<file path="config.mk">
export PLATFORM = sky130hd
export DESIGN_NAME = regfile_cmd_ctrl
export DESIGN_NICKNAME = d
export VERILOG_FILES = /design/src/rtl/regfile_cmd_ctrl.sv
export SDC_FILE = /design/constraint.sdc
export NUM_CORES = 1
export LEC_CHECK = 0
export ABC_AREA = 1
export CORE_MARGIN = 4
export CORE_UTILIZATION = 38
export CTS_CLUSTER_SIZE = 14
export DETAILED_ROUTE_END_ITERATION = 12
export PLACE_DENSITY = 0.67
export SETUP_SLACK_MARGIN = 0.02
export SKIP_LAST_GASP = 1
export SLEW_MARGIN = 30
export SYNTH_ARGS = -nofsm -noshare
export SYNTH_HDL_FRONTEND = slang
export SYNTH_SLANG_ARGS = --single-unit
</file>
<file path="constraint.sdc">
create_clock -name clk -period 1.55 [get_ports clk]
set_input_delay 0.155 -clock clk [delete_from_list [all_inputs] [get_ports clk]]
set_output_delay 0.155 -clock clk [all_outputs]
set_load 0.01 [all_outputs]
</file>
<file path="src/rtl/regfile_cmd_ctrl.sv">
// UART-to-register-file command initiator: parses AA/BB frames, strobes the register file, returns read bytes to TX.
// Optional read-wait timeout is compiled in with `define RD_TIMEOUT_EN.
module regfile_cmd_ctrl #(
   parameter int                    data_width    = 8,
   parameter int                    address_width = 4,
   parameter logic [data_width-1:0] CMD_WR        = 8'hAA,
   parameter logic [data_width-1:0] CMD_RD        = 8'hBB,
   parameter int                    TIMEOUT       = 15
) (
   input  logic                     clk,
   input  logic                     RST,
   input  logic [data_width-1:0]    RX_P_DATA,
   input  logic                     RX_D_VLD,
   input  logic [data_width-1:0]    RdData,
   input  logic                     RdData_Valid,
   input  logic                     TX_BUSY,
   output logic                     WrEn,
   output logic                     RdEn,
   output logic [address_width-1:0] Address,
   output logic [data_width-1:0]    WrData,
   output logic [data_width-1:0]    TX_P_DATA,
   output logic                     TX_D_VLD,
   output logic                     FRAME_ERR
);

   typedef enum logic [2:0] {
      IDLE,
      WR_ADDR,
      WR_DATA,
      RD_ADDR,
      RD_WAIT,
      TX_SEND
   } state_t;

   state_t                   state, state_nxt;
   logic [data_width-1:0]    buffer, buffer_nxt;
   logic                     wr_en_nxt, rd_en_nxt, tx_vld_nxt, frame_err_nxt;
   logic [address_width-1:0] address_nxt;
   logic [data_width-1:0]    wr_data_nxt, tx_data_nxt;

`ifdef RD_TIMEOUT_EN
   localparam int                    cnt_w        = $clog2(TIMEOUT + 1);
   localparam logic [data_width-1:0] TIMEOUT_BYTE = data_width'(8'hEE);

   logic [cnt_w-1:0] count, count_nxt;
`endif

   always_comb begin
      state_nxt     = state;
      buffer_nxt    = buffer;
      wr_en_nxt     = 1'b0;
      rd_en_nxt     = 1'b0;
      tx_vld_nxt    = 1'b0;
      frame_err_nxt = 1'b0;
      address_nxt   = Address;
      wr_data_nxt   = WrData;
      tx_data_nxt   = TX_P_DATA;
`ifdef RD_TIMEOUT_EN
      count_nxt     = count;
`endif

      case (state)
         IDLE: begin
            if (RX_D_VLD) begin
               if (RX_P_DATA == CMD_WR) begin
                  state_nxt = WR_ADDR;
               end else if (RX_P_DATA == CMD_RD) begin
                  state_nxt = RD_ADDR;
               end else begin
                  frame_err_nxt = 1'b1;
               end
            end
         end

         WR_ADDR: begin
            if (RX_D_VLD) begin
               address_nxt = RX_P_DATA[address_width-1:0];
               state_nxt   = WR_DATA;
            end
         end

         WR_DATA: begin
            if (RX_D_VLD) begin
               wr_data_nxt = RX_P_DATA;
               wr_en_nxt   = 1'b1;
               state_nxt   = IDLE;
            end
         end

         RD_ADDR: begin
            if (RX_D_VLD) begin
               address_nxt = RX_P_DATA[address_width-1:0];
               rd_en_nxt   = 1'b1;
               state_nxt   = RD_WAIT;
`ifdef RD_TIMEOUT_EN
               count_nxt   = '0;
`endif
            end
         end

         RD_WAIT: begin
            if (RdData_Valid) begin
               buffer_nxt = RdData;
               state_nxt  = TX_SEND;
            end
`ifdef RD_TIMEOUT_EN
            // count holds the number of RD_WAIT edges already spent; this edge is the TIMEOUT-th
            else if (count == cnt_w'(TIMEOUT - 1)) begin
               buffer_nxt    = TIMEOUT_BYTE;
               frame_err_nxt = 1'b1;
               state_nxt     = TX_SEND;
            end else begin
               count_nxt = count + 1'b1;
            end
`endif
         end

         TX_SEND: begin
            if (!TX_BUSY) begin
               tx_data_nxt = buffer;
               tx_vld_nxt  = 1'b1;
               state_nxt   = IDLE;
            end
         end

         default: state_nxt = IDLE;
      endcase
   end

   always_ff @(posedge clk or negedge RST) begin
      if (!RST) begin
         state     <= IDLE;
         buffer    <= '0;
         WrEn      <= 1'b0;
         RdEn      <= 1'b0;
         Address   <= '0;
         WrData    <= '0;
         TX_P_DATA <= '0;
         TX_D_VLD  <= 1'b0;
         FRAME_ERR <= 1'b0;
`ifdef RD_TIMEOUT_EN
         count     <= '0;
`endif
      end else begin
         state     <= state_nxt;
         buffer    <= buffer_nxt;
         WrEn      <= wr_en_nxt;
         RdEn      <= rd_en_nxt;
         Address   <= address_nxt;
         WrData    <= wr_data_nxt;
         TX_P_DATA <= tx_data_nxt;
         TX_D_VLD  <= tx_vld_nxt;
         FRAME_ERR <= frame_err_nxt;
`ifdef RD_TIMEOUT_EN
         count     <= count_nxt;
`endif
      end
   end

endmodule
</file>
* Word-level counts from Yosys, hierarchy flattened
Index checks and enable logic that the tools add are counted.
** Cells by class
- Bitwise operators :: 1
- Reduce and logical (&&, ||, !) cells :: 7
- Equal/unequal tests :: 14
- Mux-type cells :: 18
** Operator list (count)
- $mux W3 :: 8
- $pmux W3 S6 :: 1
- $eq A8 B8 Y1 const B :: 2
- $ne A2 B2 Y1 const B :: 6
- $mux W1 :: 9
- $reduce_and A2 Y1 :: 4
- $reduce_and A7 Y1 :: 1
- $eq A3 B2 Y1 const B :: 2
- $eq A3 B3 Y1 const B :: 2
- $eq A3 B1 Y1 const B :: 1
- $logic_not A3 Y1 :: 1
- $ne A3 B3 Y1 const B :: 1
- $reduce_or A2 Y1 :: 1
- $not A1 Y1 :: 1
** Word-level totals
- Input port bits :: 21
- Logic and storage cells :: 49
- Output and inout port bits :: 24
- Bits in registers :: 35

* Depth between registers and ports, before layout
- Depth after elaboration :: 5
- Depth in mapped cells :: 9
- Depth with buffers taken out :: 8

* Worst setup path after synthesis
No wires, ideal clock.
- Path kind :: reg2reg
- Start :: reg state[0]
- End :: reg WrData[2]
- Stages on the path, launching flop included :: 7
- Clock period less this slack :: 1.189 ns
- Arrival :: 1.068 ns
- Data required time :: 1.429 ns
- Setup slack :: 0.361 ns
- Cell sequence :: dfrtp_1 -> buf_6 -> nor3_2 -> nand2_1 -> buf_2 -> nand2_1 -> o21ai_1
** On the way
- Cells in the longest elaborated chain, start to end :: 2
** RTL lines
- start: declaration :: RTL line 35 : state_t state, state_nxt;
- start signal: assignment :: RTL line 145 : state <= state_nxt;
- $eq A3 B2 Y1 :: RTL line 62 : case (state)
- $reduce_and A2 Y1 (no line)
- end signal: assignment :: RTL line 150 : WrData <= wr_data_nxt;
- end: declaration :: RTL line 20 : output logic [data_width-1:0] WrData,
No other way between the ends.
A chain may end at the register's enable or synchronous reset.

* Worst setup path after layout
- Start :: reg Address[3]
- End :: out Address[3]
** RTL lines
- start: declaration :: RTL line 19 : output logic [address_width-1:0] Address,
- start signal: assignment :: RTL line 149 : Address <= address_nxt;
No word-level cell between the ends.

==> flow_metrics.env <==
export IMPL_status="complete, no violations"
export IMPL_dpl_hpwl_um=2386
export IMPL_synth_seq_area_share_pct=60.14
export IMPL_drive_above_1_share_pct=14.15
export IMPL_hold_class="in2async"
export IMPL_num_vias=1165
export IMPL_dieArea_sq_mm=0.004887
export IMPL_critical_path_max_fanout=2
export IMPL_wire_per_inst_um=12.06
export IMPL_multi_input_area_sq_um=484.2
export IMPL_critical_path_class="reg2out"
export IMPL_via_per_inst=4.605
export IMPL_routed_wl_um=3050
export IMPL_fin_ws_ns=0.2060
export IMPL_clock_latency_ns=0.28
export IMPL_design_core_area_sq_mm=0.003689
export IMPL_synth_fp_nets=174
export IMPL_antenna_found_initial=0
export IMPL_die_h_um=69.91
export IMPL_critPathMaxStageDelay_ns=0.55
export IMPL_ys_ff_latch=35
export IMPL_hold_ws_ns=0.2842
export IMPL_slew_headroom_pct=71.95
export IMPL_place_inst=245
export IMPL_drt_initial_drc_count=44
export IMPL_crit_path_end="Address[3]"
export IMPL_synth_warnings=0
export IMPL_r2r_end="buffer[3]$_DFFE_PN0P_"
export IMPL_cp_num_buf_inv=1
export IMPL_drtPass1Iterations=4
export IMPL_crit_arrival_ns=1.19
export IMPL_synth_cell_types=19
export IMPL_cp_end_kind="output port"
export IMPL_clk_pin_slew_ns=0.07
export IMPL_p_per_area_mw_per_mm2=1748
export IMPL_drc=0
export IMPL_grt_pass1_wl_um=5271
export IMPL_cts_buffers=5
export IMPL_ant_nets=0
export IMPL_final_common_cell="nand2_1"
export IMPL_r2r_start="state[1]$_DFFE_PN0P_"
export IMPL_clkSinkCount=35
export IMPL_worst_slew_pin_slew_ns=0.4207
export IMPL_antennaDiodeCount=0
export IMPL_grt_max_degree=36
export IMPL_worst_clock_skew_ns=0.002982
export IMPL_cts_tree="done"
export IMPL_seq_area_sq_um=877.1
export IMPL_path_depth=1
export IMPL_io_pins=45
export IMPL_ff2ff_path_depth=3
export IMPL_max_freq_mhz=744.0
export IMPL_ctsLongestPathBuffers=2
export IMPL_crit_start="Address[3]$_DFFE_PN0P_"
export IMPL_cp_required_ns=1.39
export IMPL_layoutNonFillerInstCount=253
export IMPL_final_cell_mix="62 x nand2_1, 44 x clkdlybuf4s50_1, 34 x dfrtp_1"
export IMPL_ctsRootBufferMaster="clkbuf_8"
export IMPL_syn_inst=153
export IMPL_tns_ns=0
export IMPL_nFillCells=351
export IMPL_port_buffer_count=44
export IMPL_area_delta_synth_final_pct=39.86
export IMPL_cap_violations=0
export IMPL_die_w_um=69.91
export IMPL_grt_usage_pct=13.46
export IMPL_cts_hold_fix_buffers=0
export IMPL_period_minus_slack_ns=1.344
export IMPL_dp_slack_ns=0.09316
export IMPL_path_delay_family="buffers and inverters"
export IMPL_fin_nets=225
export IMPL_globalplace_congestion=0.8893
export IMPL_p_leak_nw=1.008
export IMPL_ir_worst_vdd_uv=829.4
export IMPL_grt_setup_unrepaired="false"
export IMPL_synth_area_sq_mm=0.001456
export IMPL_finalMaxSlewViolations=0
export IMPL_initial_core_util_pct=39.48
export IMPL_fin_crit_sh_pct=86.71
export IMPL_grt_overflow=0
export IMPL_hold_viol=0
export IMPL_startpoint_type="flip-flop"
export IMPL_critPathSlowestCell="clkdlybuf4s50_1"
export IMPL_finalSetupViolCount=0
export IMPL_htree_levels=2
export IMPL_rrSetupSlack_ns=0.22
export IMPL_utilization_pct=55.22
export IMPL_grt_pass1_vias=1153
export IMPL_crit_chain="clkdlybuf4s50_1"
export IMPL_rows=22
export IMPL_post_cts_buffers=0
export IMPL_avgSynthCellArea_sq_um=9.519
[cell usage after synthesis, drive strengths merged]
| library cell | count | area share, % |
|---|---|---|
| mux2 | 8 | 6.2 |
| nand4 | 1 | 0.43 |
| dfrtp | 35 | 60 |
| o21ai | 11 | 3.8 |
| nand3 | 7 | 2.7 |
| clkinv | 1 | 1.1 |
| nor3 | 2 | 1.0 |
| inv | 12 | 3.1 |
| nand2 | 62 | 16 |
| or2 | 1 | 0.43 |
| nor2 | 9 | 2.7 |
| buf | 4 | 2.4 |
[worst min path at each step]
stage | start | endpoint | slack, ns
finish | RST | TX_P_DATA[0]$_DFFE_PN0P_ | 0.28
global route | RST | Address[3]$_DFFE_PN0P_ | 0.33
CTS | RST | TX_P_DATA[0]$_DFFE_PN0P_ | 0.30
detailed placement | buffer[6]$_DFFE_PN0P_ | TX_P_DATA[6]$_DFFE_PN0P_ | 0.45
global placement | buffer[5]$_DFFE_PN0P_ | TX_P_DATA[5]$_DFFE_PN0P_ | 0.44
floorplan | RST | Address[0]$_DFFE_PN0P_ | -0.14
[cell type report]
cell class | count | share of cell area, %
clock buffer | 5 | 3.378
clock inverter | 3 | 0.7371
multi-input combinational | 101 | 23.77
tap | 48 | 2.948
timing repair buffer | 48 | 23.10
sequential | 35 | 43.06
inverter | 13 | 3.010
[repair_timing]
| action | 4_1_cts | 5_1_grt |
|---|---|---|
| gates resized for setup | 0 | 2 |
| endpoints found under the hold margin | 0 | 0 |
| endpoints found under the setup margin | 0 | 8 |
[where the power goes]
| group | leakage [nW] | internal [mW] | total, mW | switching [mW] |
|---|---|---|---|---|
| clock | 0.0477 | 0.307 | 0.612 | 0.305 |
| combinational | 0.510 | 0.765 | 1.41 | 0.640 |
| sequential | 0.450 | 1.30 | 1.54 | 0.243 |
[flip-flops by register name, summed over array words and instances, names as in the netlist]
| name | count |
|---|---|
| state | 3 |
| WrEn | 1 |
| Address | 4 |
| RdEn | 1 |
| WrData | 8 |
| buffer | 8 |
| TX_D_VLD | 1 |
| FRAME_ERR | 1 |
| TX_P_DATA | 8 |
[metal layers]
| metal | share of wire (%) | GRT usage (%) | up-vias | wire length [um] |
|---|---|---|---|---|
| met1 | 43 | 16.44 | 538 | 1326 |
| met4 | 0.95 | 4.043 | 0 | 29 |
| met5 | 0 | 0 | - | 0 |
| li1 | - | - | 581 | - |
| met3 | 6.8 | 5.036 | 4 | 208 |
| met2 | 49 | 22.14 | 42 | 1485 |
[worst register-to-register path, stage by stage (launching register included)]
cell and delay, ns:
dfrtp_1 0.45, nor2_2 0.21, nand3_2 0.22, mux2_2 0.34
[through the flow]
stage	total power, mW	cell area [sq um]
final	3.562	2037
after global routing	3.843	2037
after detailed placement	2.980	1952
after CTS	3.606	2036
after global placement	2.932	1952
after floorplan	2.264	1456
[cells by family (layout without fill, tap and decap cells)]
family	count (synthesis)	in the layout	synth area share, %
compound gates	11	11	3.780
buf+inv	17	69	6.616
flops	35	35	60.14
mux	8	8	6.186
simple gates	82	82	23.28
(Power assumes the default switching activity.)
